### config.mk
export PLATFORM = sky130hd
export DESIGN_NAME = alb_chain_ctrl
export DESIGN_NICKNAME = d
export VERILOG_FILES = /design/src/rtl/alb_pkg.sv /design/src/rtl/alb_chain_ctrl.sv
export SDC_FILE = /design/constraint.sdc
export NUM_CORES = 1
export LEC_CHECK = 0
export CAP_MARGIN = 20
export CORE_MARGIN = 4
export CORE_UTILIZATION = 46
export CTS_CLUSTER_SIZE = 12
export DETAILED_ROUTE_END_ITERATION = 12
export PLACE_DENSITY = 0.87
export SYNTH_ARGS = -nofsm -noshare
export SYNTH_HDL_FRONTEND = slang
export SYNTH_SLANG_ARGS = --single-unit
### constraint.sdc
create_clock -name clk -period 3.94 [get_ports clk]
set_input_delay 0.591 -clock clk [delete_from_list [all_inputs] [get_ports clk]]
set_output_delay 0.591 -clock clk [all_outputs]
set_load 0.03 [all_outputs]
### src/rtl/alb_pkg.sv
// Shared definitions for the 10-bit ALU and its multi-word chaining sequencer.
package alb_pkg;

    localparam int ALB_W = 10;

    // ALU function select codes
    localparam logic [1:0] OP_NOR_OR = 2'b00;  // F = ~R | S
    localparam logic [1:0] OP_ADD    = 2'b01;  // F = R + S + CI
    localparam logic [1:0] OP_XNOR   = 2'b10;  // F = ~(R ^ S)
    localparam logic [1:0] OP_SUB    = 2'b11;  // F = R - S, CI=1 means no borrow in

    typedef enum logic [1:0] {
        IDLE,
        LOAD,
        EXEC,
        OUT
    } state_t;

endpackage

### src/rtl/alb_chain_ctrl.sv
// Multi-word sequencer around the ALU: streams operand words LSW-first,
// chains carry/borrow between words and returns each result word with flags.
module alb_chain_ctrl
    import alb_pkg::*;
#(
    parameter int WIDTH     = ALB_W,
    parameter int MAX_WORDS = 4,
    parameter int CNT_W     = 2
) (
    input  logic             clk,
    input  logic             rst,
    input  logic             start,
    input  logic [1:0]       op,
    input  logic [CNT_W:0]   nwords,
    input  logic             ci_init,
    input  logic             in_valid,
    output logic             in_ready,
    input  logic [WIDTH-1:0] in_r,
    input  logic [WIDTH-1:0] in_s,
    output logic [WIDTH-1:0] alu_r,
    output logic [WIDTH-1:0] alu_s,
    output logic             alu_ci,
    output logic [1:0]       alu_sel,
    input  logic [WIDTH-1:0] alu_f,
    input  logic             alu_co,
    input  logic             alu_vo,
    input  logic             alu_no,
    input  logic             alu_zo,
    output logic             out_valid,
    input  logic             out_ready,
    output logic [WIDTH-1:0] out_f,
    output logic             out_last,
    output logic             co_o,
    output logic             vo_o,
    output logic             no_o,
    output logic             zo_o,
    output logic             busy,
    output logic             done
);

    state_t           state_q, state_d;
    logic [CNT_W-1:0] cnt_q, cnt_d;
    logic [CNT_W-1:0] last_idx_q, last_idx_d;
    logic             carry_q, carry_d;
    logic             zacc_q, zacc_d;
    logic [WIDTH-1:0] alu_r_q, alu_r_d, alu_s_q, alu_s_d, out_f_q, out_f_d;
    logic             alu_ci_q, alu_ci_d;
    logic [1:0]       alu_sel_q, alu_sel_d;
    logic             out_last_q, out_last_d, out_valid_q, out_valid_d;
    logic             in_ready_q, in_ready_d;
    logic             co_q, co_d, vo_q, vo_d, no_q, no_d, zo_q, zo_d;
    logic             busy_q, busy_d, done_q, done_d;
    logic [CNT_W:0]   nw_eff;
    logic             is_last;

    // Effective word count: 0 behaves as 1, oversize requests clamp to MAX_WORDS
    always_comb begin
        if (nwords == '0)
            nw_eff = (CNT_W+1)'(1);
        else if (nwords > (CNT_W+1)'(MAX_WORDS))
            nw_eff = (CNT_W+1)'(MAX_WORDS);
        else
            nw_eff = nwords;
    end

    assign is_last = (cnt_q == last_idx_q);

    // Next-state and next-output logic for the IDLE/LOAD/EXEC/OUT sequencer
    always_comb begin
        state_d     = state_q;
        cnt_d       = cnt_q;
        last_idx_d  = last_idx_q;
        carry_d     = carry_q;
        zacc_d      = zacc_q;
        alu_r_d     = alu_r_q;
        alu_s_d     = alu_s_q;
        alu_ci_d    = alu_ci_q;
        alu_sel_d   = alu_sel_q;
        out_f_d     = out_f_q;
        out_last_d  = out_last_q;
        out_valid_d = out_valid_q;
        in_ready_d  = in_ready_q;
        co_d        = co_q;
        vo_d        = vo_q;
        no_d        = no_q;
        zo_d        = zo_q;
        busy_d      = busy_q;
        done_d      = 1'b0;
        case (state_q)
            IDLE: begin
                if (start) begin
                    alu_sel_d  = op;
                    last_idx_d = CNT_W'(nw_eff - (CNT_W+1)'(1));
                    carry_d    = ci_init;
                    zacc_d     = 1'b1;
                    cnt_d      = '0;
                    in_ready_d = 1'b1;
                    busy_d     = 1'b1;
                    state_d    = LOAD;
                end
            end
            LOAD: begin
                if (in_valid) begin
                    alu_r_d    = in_r;
                    alu_s_d    = in_s;
                    alu_ci_d   = carry_q;
                    in_ready_d = 1'b0;
                    state_d    = EXEC;
                end
            end
            EXEC: begin
                out_f_d = alu_f;
                zacc_d  = zacc_q & alu_zo;
                // Subtract chains the inverse of CO because CO=1 means borrow;
                // logic ops keep the carry register at ci_init.
                case (alu_sel_q)
                    OP_ADD:  carry_d = alu_co;
                    OP_SUB:  carry_d = ~alu_co;
                    default: carry_d = carry_q;
                endcase
                if (is_last) begin
                    // CO is meaningless for logic ops, so arithmetic flags are forced low
                    co_d = (alu_sel_q == OP_ADD || alu_sel_q == OP_SUB) ? alu_co : 1'b0;
                    vo_d = (alu_sel_q == OP_ADD || alu_sel_q == OP_SUB) ? alu_vo : 1'b0;
                    no_d = alu_no;
                    zo_d = zacc_q & alu_zo;
                end
                out_last_d  = is_last;
                out_valid_d = 1'b1;
                state_d     = OUT;
            end
            OUT: begin
                if (out_ready) begin
                    out_valid_d = 1'b0;
                    out_last_d  = 1'b0;
                    if (out_last_q) begin
                        done_d  = 1'b1;
                        busy_d  = 1'b0;
                        cnt_d   = '0;
                        state_d = IDLE;
                    end else begin
                        cnt_d      = cnt_q + CNT_W'(1);
                        in_ready_d = 1'b1;
                        state_d    = LOAD;
                    end
                end
            end
            default: state_d = IDLE;
        endcase
    end

    // State and registered outputs; reset returns everything to zero/IDLE at once
    always_ff @(posedge clk or posedge rst) begin
        if (rst) begin
            state_q     <= IDLE;
            cnt_q       <= '0;
            last_idx_q  <= '0;
            carry_q     <= 1'b0;
            zacc_q      <= 1'b0;
            alu_r_q     <= '0;
            alu_s_q     <= '0;
            alu_ci_q    <= 1'b0;
            alu_sel_q   <= '0;
            out_f_q     <= '0;
            out_last_q  <= 1'b0;
            out_valid_q <= 1'b0;
            in_ready_q  <= 1'b0;
            co_q        <= 1'b0;
            vo_q        <= 1'b0;
            no_q        <= 1'b0;
            zo_q        <= 1'b0;
            busy_q      <= 1'b0;
            done_q      <= 1'b0;
        end else begin
            // NOTE: non-blocking updates so every flop samples the pre-edge values.
            state_q     <= state_d;
            cnt_q       <= cnt_d;
            last_idx_q  <= last_idx_d;
            carry_q     <= carry_d;
            zacc_q      <= zacc_d;
            alu_r_q     <= alu_r_d;
            alu_s_q     <= alu_s_d;
            alu_ci_q    <= alu_ci_d;
            alu_sel_q   <= alu_sel_d;
            out_f_q     <= out_f_d;
            out_last_q  <= out_last_d;
            out_valid_q <= out_valid_d;
            in_ready_q  <= in_ready_d;
            co_q        <= co_d;
            vo_q        <= vo_d;
            no_q        <= no_d;
            zo_q        <= zo_d;
            busy_q      <= busy_d;
            done_q      <= done_d;
        end
    end

    assign in_ready  = in_ready_q;
    assign alu_r     = alu_r_q;
    assign alu_s     = alu_s_q;
    assign alu_ci    = alu_ci_q;
    assign alu_sel   = alu_sel_q;
    assign out_valid = out_valid_q;
    assign out_f     = out_f_q;
    assign out_last  = out_last_q;
    assign co_o      = co_q;
    assign vo_o      = vo_q;
    assign no_o      = no_q;
    assign zo_o      = zo_q;
    assign busy      = busy_q;
    assign done      = done_q;

endmodule

# Word-level counts from Yosys, hierarchy flattened
# Cells that the tools add are included.
[classes] n_reduce_logical=17 n_eq_ne=12 add_sub_neg=2 n_lt_le_gt_ge=1 n_mux=31 bitwise_logic=2
[op_table] op="$mux W2" n=8
[op_table] op="$mux W1" n=14
[op_table] op="$pmux W1 S2" n=6
[op_table] op="$ne A2 B2 Y1 const B" n=5
[op_table] op="$reduce_and A2 Y1" n=5
[op_table] op="$reduce_and A3 Y1" n=3
[op_table] op="$pmux W2 S4" n=1
[op_table] op="$eq A2 B2 Y1 const B" n=3
[op_table] op="$reduce_bool A2 Y1" n=3
[op_table] op="$reduce_and A5 Y1" n=1
[op_table] op="$eq A2 B1 Y1 const B" n=2
[op_table] op="$pmux W2 S2" n=1
[op_table] op="$reduce_and A4 Y1" n=1
[op_table] op="$gt A3 B3 Y1 const B" n=1
[op_table] op="$logic_not A3 Y1" n=1
[op_table] op="$ne A3 B3 Y1 const B" n=1
[op_table] op="$pmux W1 S3" n=1
[op_table] op="$reduce_bool A3 Y1" n=1
[op_table] op="$add A2 B1 Y2 const B" n=1
[op_table] op="$eq A2 B2 Y1" n=1
[op_table] op="$logic_not A2 Y1" n=1
[op_table] op="$sub A2 B1 Y2 const B" n=1
[op_table] op="$and A1 B1 Y1" n=1
[op_table] op="$logic_or A1 B1 Y1" n=1
[op_table] op="$not A1 Y1" n=1
[word_totals] elab_cells=84 input_bits=45 output_inout_bits=42 register_bits=50

# Longest topological paths before layout
# Gate-level depths: netlist of run 1.
[depth] depth_word=4 mapped_depth=6 ltp_nobuf=5

# Worst setup path after synthesis of run 1
# No wires, ideal clock.
[synth_path] path_type="register to register" from="reg state_q[0]" to="reg state_q[1]" stages_incl_launch_ff=6 required_time_ps=3815 t_arrival_ps=1347 path_slack_ps=2468 synth_period_minus_slack_ps=1472 cell_sequence="dfrtp_1 inv_1 ha_1 nand2b_1 nand3_1 mux2_2"
[synth_between] elab_chain_len=3 word_cells_on_any_way=9
[synth_rtl] item="from (decl)" line_no="alb_chain_ctrl.sv:41" text="state_t state_q, state_d;"
[synth_rtl] item="from (signal assigned)" line_no="alb_chain_ctrl.sv:176" text="state_q <= state_d;"
[synth_rtl] item="$eq A2 B2 Y1 (tied with other cells)" line_no="alb_chain_ctrl.sv:89" text="case (state_q)"
[synth_rtl] item="$ne A2 B2 Y1 (no line)"
[synth_rtl] item="$reduce_and A3 Y1 (no line)"
# Several ways; a longest one is shown, not always the timed one.
# A chain may end at the register's enable or synchronous reset.

# Worst setup path after layout of run 1
[layout_path] from="reg alu_sel_q[0], in the netlist alu_sel[0]" to="out alu_sel[0]"
[layout_lines] item="from (decl)" line_no="alb_chain_ctrl.sv:48" text="logic [1:0] alu_sel_q, alu_sel_d;"
[layout_lines] item="from (signal assigned)" line_no="alb_chain_ctrl.sv:184" text="alu_sel_q <= alu_sel_d;"
[layout_lines] item="to (decl)" line_no="alb_chain_ctrl.sv:23" text="output logic [1:0] alu_sel,"
# No word-level cell between the ends.

==> run_results.csv, run 1 <==
group,metric,value,unit
logic_synthesis,synth_nets,210,
placed_design,post-place-cells,294,
power,pwr-share-seq,0.328,
logic_synthesis,synth-edff-count,0,
logic_synthesis,yosysMostFrequentCell,"dfrtp_1",
worst_setup_path,r2r_slack,1.93,ns
clock_tree,cts_root_buf,"clkbuf_8",
placed_design,port_buffers,86,
worst_setup_path,critPathTopFamily,"buffers and inverters",
detailed_routing,post-route-drc-count,0,
clock_tree,cts_max_path_buffers,2,
min_path,hold_path_class,"input port to async pin",
global_route,grt_start_max_net_pins,51,
logic_synthesis,synthFlopType,"dfrtp_1",
logic_synthesis,yosysTopAreaCellShare,0.5834,
die,die_area,5819,um^2
worst_setup_path,worstReg2RegEnd,"no_o$_DFFE_PP0P_",
worst_setup_path,cp.buffers_inverters,1,
final_layout,multiInputGateArea,838.3,um^2
placed_design,dp_hpwl,3581,um
clock_tree,cts_buffers,5,
sta,worst_slew_margin_rel,0.4395,
detailed_routing,wl,4677,um
power,switchingPower,1125,uW
final_layout,drive_gt1_frac,0.1873,
clock_tree,tritoncts,"yes",
global_route,antenna_found_initial,0,
clock_tree,cts_setup_buffers,0,
clock_tree,h-tree-depth,2,
final_layout,instances_no_fill,303,
worst_setup_path,end_kind,"output pin",
worst_setup_path,path_depth,1,
die,io_pins,87,
detailed_routing,vias,1562,
logic_synthesis,avgSynthCellArea,13.49,um^2
die,rows,24,
power,p_comb_frac,0.552,
job,maxCapViolations,0,
sta,rsz0062_at_grt,"no",
detailed_routing,via_per_inst,5.155,
worst_setup_path,worst_setup_path_start_kind,"flop",
sta,post-route-min-period,2.055,ns
worst_setup_path,cp_max_fo,6,
detailed_routing,first_pass_iters,4,
logic_synthesis,synth-seq-cells,50,
run_status,status,"finished, final reports clean",
die,core_region_area,4444,um^2
logic_synthesis,yosys_warnings,0,
final_layout,fillers,339,
logic_synthesis,seq_area_frac_synth,0.5834,
clock_tree,clk_pin_slew,0.09,ns
power,clockPowerShare,0.120,
power,p_leak,0.001394,uW
sta,fin_crit_sh,0.5216,
sta,hold_viol_final,0,
final_layout,fin_nets,301,
clock_tree,clock-sinks,50,
logic_synthesis,synth-async-reset-ratio,1.000,
sta,fmax,486.6,MHz
placed_design,globalplace.congestion,0.6989,
sta,setup_viol,0,
worst_setup_path,reg2regPathDepth,4,
logic_synthesis,ys_types,32,
worst_setup_path,worstPathCellList,"clkdlybuf4s50_1",
sta,finalSetupTns,0,ns
worst_setup_path,max_stage_delay,0.71,ns
worst_setup_path,criticalPathCategory,"flop to output pin",
worst_setup_path,worstReg2RegStart,"state_q[0]$_DFFE_PP0P_",
sta,worst_slew_pin_slew,0.8388,ns
logic_synthesis,synthCells,159,
clock_tree,clkLatencyLatePin,0.29,ns
detailed_routing,routedWlPerCell,15.44,um
power,ir_worst_vdd,575.7,uV
logic_synthesis,synth_area_leaders,"dfrtp_1, mux2_2, ha_1, mux2i_1, inv_1",
die,fp.dieW,76.28,um
die,die_y,76.28,um
power,intPower,1676,uW
global_route,grt_pass1_vias,1589,
worst_setup_path,crit_arrival,1.46,ns
final_layout,ff_latch_area,1251,um^2
worst_setup_path,required,3.35,ns
worst_setup_path,critPathSlowestCell,"clkdlybuf4s50_1",
final_layout,area_growth,48.42,%
global_route,grt_pass1_wl,7472,um
clock_tree,post_cts_resized,0,
final_layout,antennaDiodeCount,0,
global_route,grt-ovfl-total,0,
sta,skew,0.001882,ns
global_route,grt_use_total,0.1598,
power,pwr_density_cell,879.9,nW/um^2
power,swShare,0.4016,
detailed_routing,ant_nets,0,
logic_synthesis,synth_common_cells,"dfrtp_1, mux2_2, inv_1",
detailed_routing,drtIter0Drc,49,
sta,maxSlewViolCount,0,
logic_synthesis,yosys.area.top_type,"dfrtp_1",
logic_synthesis,netlist_area,2145,um^2
die,start_util,0.4825,
clock_tree,ctsHoldBuffers,0,
==> power groups by stage <==
stage                     sequential [uW]  combinational, uW  clock, uW
after floorplan                      1330                551          0
after global placement                918               1520          0
after detailed placement              932               1550          0
after CTS                             920               1560        352
after global routing                  953               1640        365
final                                 918               1550        336
==> cell families (layout without fill, tap and decap cells) <==
group / Yosys count / count (layout) / synth area share
AND/OR/NAND/NOR: 27 / 27 / 0.06885
adder cells (fa/ha/maj): 6 / 6 / 0.03500
multiplexers: 41 / 41 / 0.2135
buffers and inverters: 13 / 105 / 0.02567
AO/OA/AOI/OAI: 19 / 19 / 0.06126
XOR/XNOR: 3 / 3 / 0.01225
flip-flops: 50 / 50 / 0.5834
==> metal layers <==
metal	vias to the layer above	track usage	routed length (um)
met5	-	0	0
met4	0	0.05797	82
met3	9	0.04492	302
met2	50	0.2856	2417
met1	763	0.1813	1874
li1	740	-	-
==> how the worst max path moves through the flow <==
stage | slack (ns) | start | end
floorplan | 2.15 | rst | alu_ci$_DFFE_PP0P_
CTS | 1.87 | alu_sel[0]$_DFFE_PP0P_ | alu_sel[0]
finish | 1.89 | alu_sel[0]$_DFFE_PP0P_ | alu_sel[0]
global route | 1.80 | state_q[0]$_DFFE_PP0P_ | no_o$_DFFE_PP0P_
detailed placement | 1.70 | in_valid | alu_s[8]$_DFFE_PP0P_
global placement | 1.75 | in_valid | alu_s[0]$_DFFE_PP0P_
==> area by class of cell <==
type / count / area share
Multi-Input combinational cell: 96 / 0.2634
Inverter: 10 / 0.01179
Sequential cell: 50 / 0.3931
Timing Repair Buffer: 87 / 0.2767
Clock buffer: 8 / 0.03459
Tap cell: 52 / 0.02044
==> cells in the final DEF (no fill, tap or decap), types with 3 or more instances in the layout <==
master / count
clkdlybuf4s50_1: 86
dfrtp_1: 50
mux2_2: 34
nand2_1: 9
inv_1: 9
clkbuf_8: 8
mux2i_1: 6
ha_1: 6
a21oi_1: 4
o21ai_0: 4
nor2_1: 4
nand2b_1: 3
xnor2_1: 3
==> registers in the layout, indices dropped and copies added, names as in the netlist <==
name and cells:
alu_ci 1, out_valid 1, alu_sel 2, no_o 1, out_last 1, in_ready 1
vo_o 1, cnt_q 2, alu_s 10, state_q 2, busy 1, alu_r 10
zo_o 1, out_f 10, carry_q 1, zacc_q 1, done 1, last_idx_q 2
co_o 1
==> stage by stage <==
| stage | hold WS, ns | setup slack, ns | util | area [um^2] | total power, uW |
|---|---|---|---|---|---|
| 2_1_floorplan | 0.4704 | 2.148 | - | 2145 | 1882 |
| 3_3_place_gp | 0.4660 | 1.750 | 0.6869 | 3053 | 2437 |
| 3_5_place_dp | 0.4925 | 1.703 | 0.6869 | 3053 | 2487 |
| 4_1_cts | 0.5130 | 1.870 | 0.7117 | 3163 | 2833 |
| 5_1_grt | 0.5024 | 1.802 | 0.7162 | 3183 | 2958 |
| 6_report | 0.4959 | 1.885 | 0.7162 | 3183 | 2801 |
Note: power is estimated with default switching activity, not from simulation.
==> inputs of run 2 (changes only) <==
--- a/config.mk
+++ b/config.mk
@@ -7,10 +7,10 @@
 export LEC_CHECK = 0
 export CAP_MARGIN = 20
 export CORE_MARGIN = 4
-export CORE_UTILIZATION = 46
+export CORE_UTILIZATION = 39
 export CTS_CLUSTER_SIZE = 12
 export DETAILED_ROUTE_END_ITERATION = 12
-export PLACE_DENSITY = 0.87
+export PLACE_DENSITY = 0.78
 export SYNTH_ARGS = -nofsm -noshare
 export SYNTH_HDL_FRONTEND = slang
 export SYNTH_SLANG_ARGS = --single-unit
==> constraint.sdc (replaced) <==
create_clock -name clk -period 1.7 [get_ports clk]
set_input_delay 0.255 -clock clk [delete_from_list [all_inputs] [get_ports clk]]
set_output_delay 0.255 -clock clk [all_outputs]
set_load 0.03 [all_outputs]
==> run 2 against run 1 <==
Effect of this change:
- first-iteration DRC count up 27%
- total power is 130% higher
- combinational power is 140% higher
- utilization is 9.2 points lower
- non-clock buffer count is 5 higher
- final area up 2.1%
- via count about the same
- register-to-register slack got worse by 1.8 ns
==> run_results.csv, run 2 (synthesis results as in run 1) <==
group,metric,value,unit
die,fp.dieW,82.16,um
power,switchingPower,2629,uW
power,clockPowerShare,0.101,
placed_design,port_buffers,86,
detailed_routing,routedWlPerCell,14.43,um
run_status,status,"finished, final reports clean",
placed_design,post-place-cells,318,
worst_setup_path,end_kind,"output pin",
clock_tree,tritoncts,"yes",
final_layout,utilization,0.6245,
power,total_power,6470,uW
global_route,grt-ovfl-total,0,
die,die_area,6749,um^2
global_route,grt_use_total,0.1489,
final_layout,drive_gt1_frac,0.2039,
final_layout,area_growth,51.58,%
final_layout,ff_latch_area,1251,um^2
clock_tree,cts_buffers,5,
worst_setup_path,worstReg2RegStart,"state_q[1]$_DFFE_PP0P_",
sta,skew,0.003578,ns
power,intPower,3841,uW
power,ir_worst_vdd,1017,uV
die,die_y,82.16,um
detailed_routing,vias,1563,
sta,hold_viol_final,0,
min_path,hold_path_class,"input port to async pin",
worst_setup_path,critPathSlowestCell,"clkdlybuf4s50_1",
detailed_routing,first_pass_iters,4,
worst_setup_path,worstReg2RegEnd,"state_q[1]$_DFFE_PP0P_",
die,start_util,0.4120,
global_route,grt_pass1_wl,7562,um
worst_setup_path,required,1.44,ns
power,p_comb_frac,0.571,
job,maxCapViolations,0,
power,pwr-share-seq,0.328,
final_layout,fin_nets,306,
global_route,grt_pass1_vias,1599,
sta,setup_viol,0,
clock_tree,clkLatencyLatePin,0.30,ns
die,rows,26,
sta,maxSlewViolCount,0,
die,core_region_area,5205,um^2
worst_setup_path,r2r_slack,0.11,ns
detailed_routing,post-route-drc-count,0,
sta,rsz0062_at_grt,"yes",
final_layout,final_common_cell,"clkdlybuf4s50_1",
global_route,antenna_found_initial,0,
worst_setup_path,crit_arrival,1.36,ns
detailed_routing,via_per_inst,4.809,
sta,hold_slack,0.2432,ns
placed_design,globalplace.congestion,0.8330,
worst_setup_path,cp_max_fo,3,
global_route,grt_start_max_net_pins,22,
worst_setup_path,cp.buffers_inverters,1,
detailed_routing,ant_nets,0,
clock_tree,clock-sinks,50,
clock_tree,cts_max_path_buffers,2,
detailed_routing,drtIter0Drc,62,
final_layout,antennaDiodeCount,0,
sta,worst_slew_pin_slew,0.3725,ns
power,pwr_density_cell,1990,nW/um^2
final_layout,multiInputGateArea,840.8,um^2
worst_setup_path,max_stage_delay,0.68,ns
clock_tree,ctsHoldBuffers,0,
sta,fin_crit_sh,0.9507,
sta,worst_slew_margin_rel,0.7513,
worst_setup_path,worst_setup_path_start_kind,"flop",
final_layout,fillers,451,
sta,post-route-min-period,1.616,ns
worst_setup_path,reg2regPathDepth,5,
clock_tree,cts_root_buf,"clkbuf_8",
clock_tree,h-tree-depth,2,
worst_setup_path,worstPathCellList,"clkdlybuf4s50_1",
detailed_routing,wl,4691,um
placed_design,dp_hpwl,3660,um
sta,fmax,618.7,MHz
final_layout,instances_no_fill,325,
worst_setup_path,criticalPathCategory,"flop to output pin",
die,io_pins,87,
clock_tree,clk_pin_slew,0.08,ns
final_layout,layout_common_cells,"clkdlybuf4s50_1, dfrtp_1, mux2_2, nand2_1, inv_1",
power,p_leak,0.001413,uW
worst_setup_path,critPathTopFamily,"buffers and inverters",
power,swShare,0.4063,
## run 2: worst max path at each step
stage	startpoint	to	slack, ns	cells after the start
finish	alu_sel[1]$_DFFE_PP0P_	alu_sel[1]	0.08	1
global route	state_q[1]$_DFFE_PP0P_	busy$_DFFE_PP0P_	-0.05	6
CTS	state_q[0]$_DFFE_PP0P_	state_q[1]$_DFFE_PP0P_	0.04	5
detailed placement	state_q[0]$_DFFE_PP0P_	state_q[1]$_DFFE_PP0P_	0.07	5
global placement	state_q[0]$_DFFE_PP0P_	state_q[1]$_DFFE_PP0P_	0.13	5
floorplan	state_q[0]$_DFFE_PP0P_	state_q[1]$_DFFE_PP0P_	0.23	5
## run 2: cell type report
class,instances,area share
flip-flops and latches,50,0.3849
repair buffers,92,0.2933
multi-input cells,96,0.2587
well taps,70,0.02694
clock buffers,6,0.02232
inverters,10,0.01155
clock inverters,1,0.002309
## run 2: routing by layer
layer  GRT usage  routed length, um  share of wire
met5           0                  0              0
met4     0.04485                 60          0.013
met3     0.06182                435          0.093
met2      0.2334               2238           0.48
met1      0.1882               1957           0.42
## run 2: power by group through the flow
stage | sequential (uW) | combinational (uW) | clock (uW)
after floorplan | 3080 | 1280 | 0
after global placement | 2120 | 3680 | 0
after detailed placement | 2150 | 3740 | 0
after CTS | 2130 | 3730 | 692
after global routing | 2200 | 3940 | 738
final | 2120 | 3690 | 654
## run 2: what timing repair did
| action | in CTS | in global routing |
|---|---|---|
| gates resized for setup | 2 | 2 |
| setup endpoints to repair | 2 | 4 |
| pin swaps | 0 | 0 |
| buffers inserted | 0 | 0 |
| cloned | 0 | 0 |
## run 2: through the flow
stage / area (um^2) / setup TNS, ns / worst slack [ns]
floorplan: 2145 / 0 / 0.2279
detailed placement: 3171 / 0 / 0.06655
finish: 3251 / 0 / 0.08381
CTS: 3248 / 0 / 0.03927
global route: 3251 / -0.09752 / -0.04999
global placement: 3171 / 0 / 0.1261
==> inputs of run 3 (changes only) <==
--- a/config.mk
+++ b/config.mk
@@ -5,6 +5,7 @@
 export SDC_FILE = /design/constraint.sdc
 export NUM_CORES = 1
 export LEC_CHECK = 0
+export ABC_CLOCK_PERIOD_IN_PS = 1700
 export CAP_MARGIN = 20
 export CORE_MARGIN = 4
 export CORE_UTILIZATION = 39
==> results of run 3 <==
The final DEF is identical to that of run 2; final timing and power are the same.
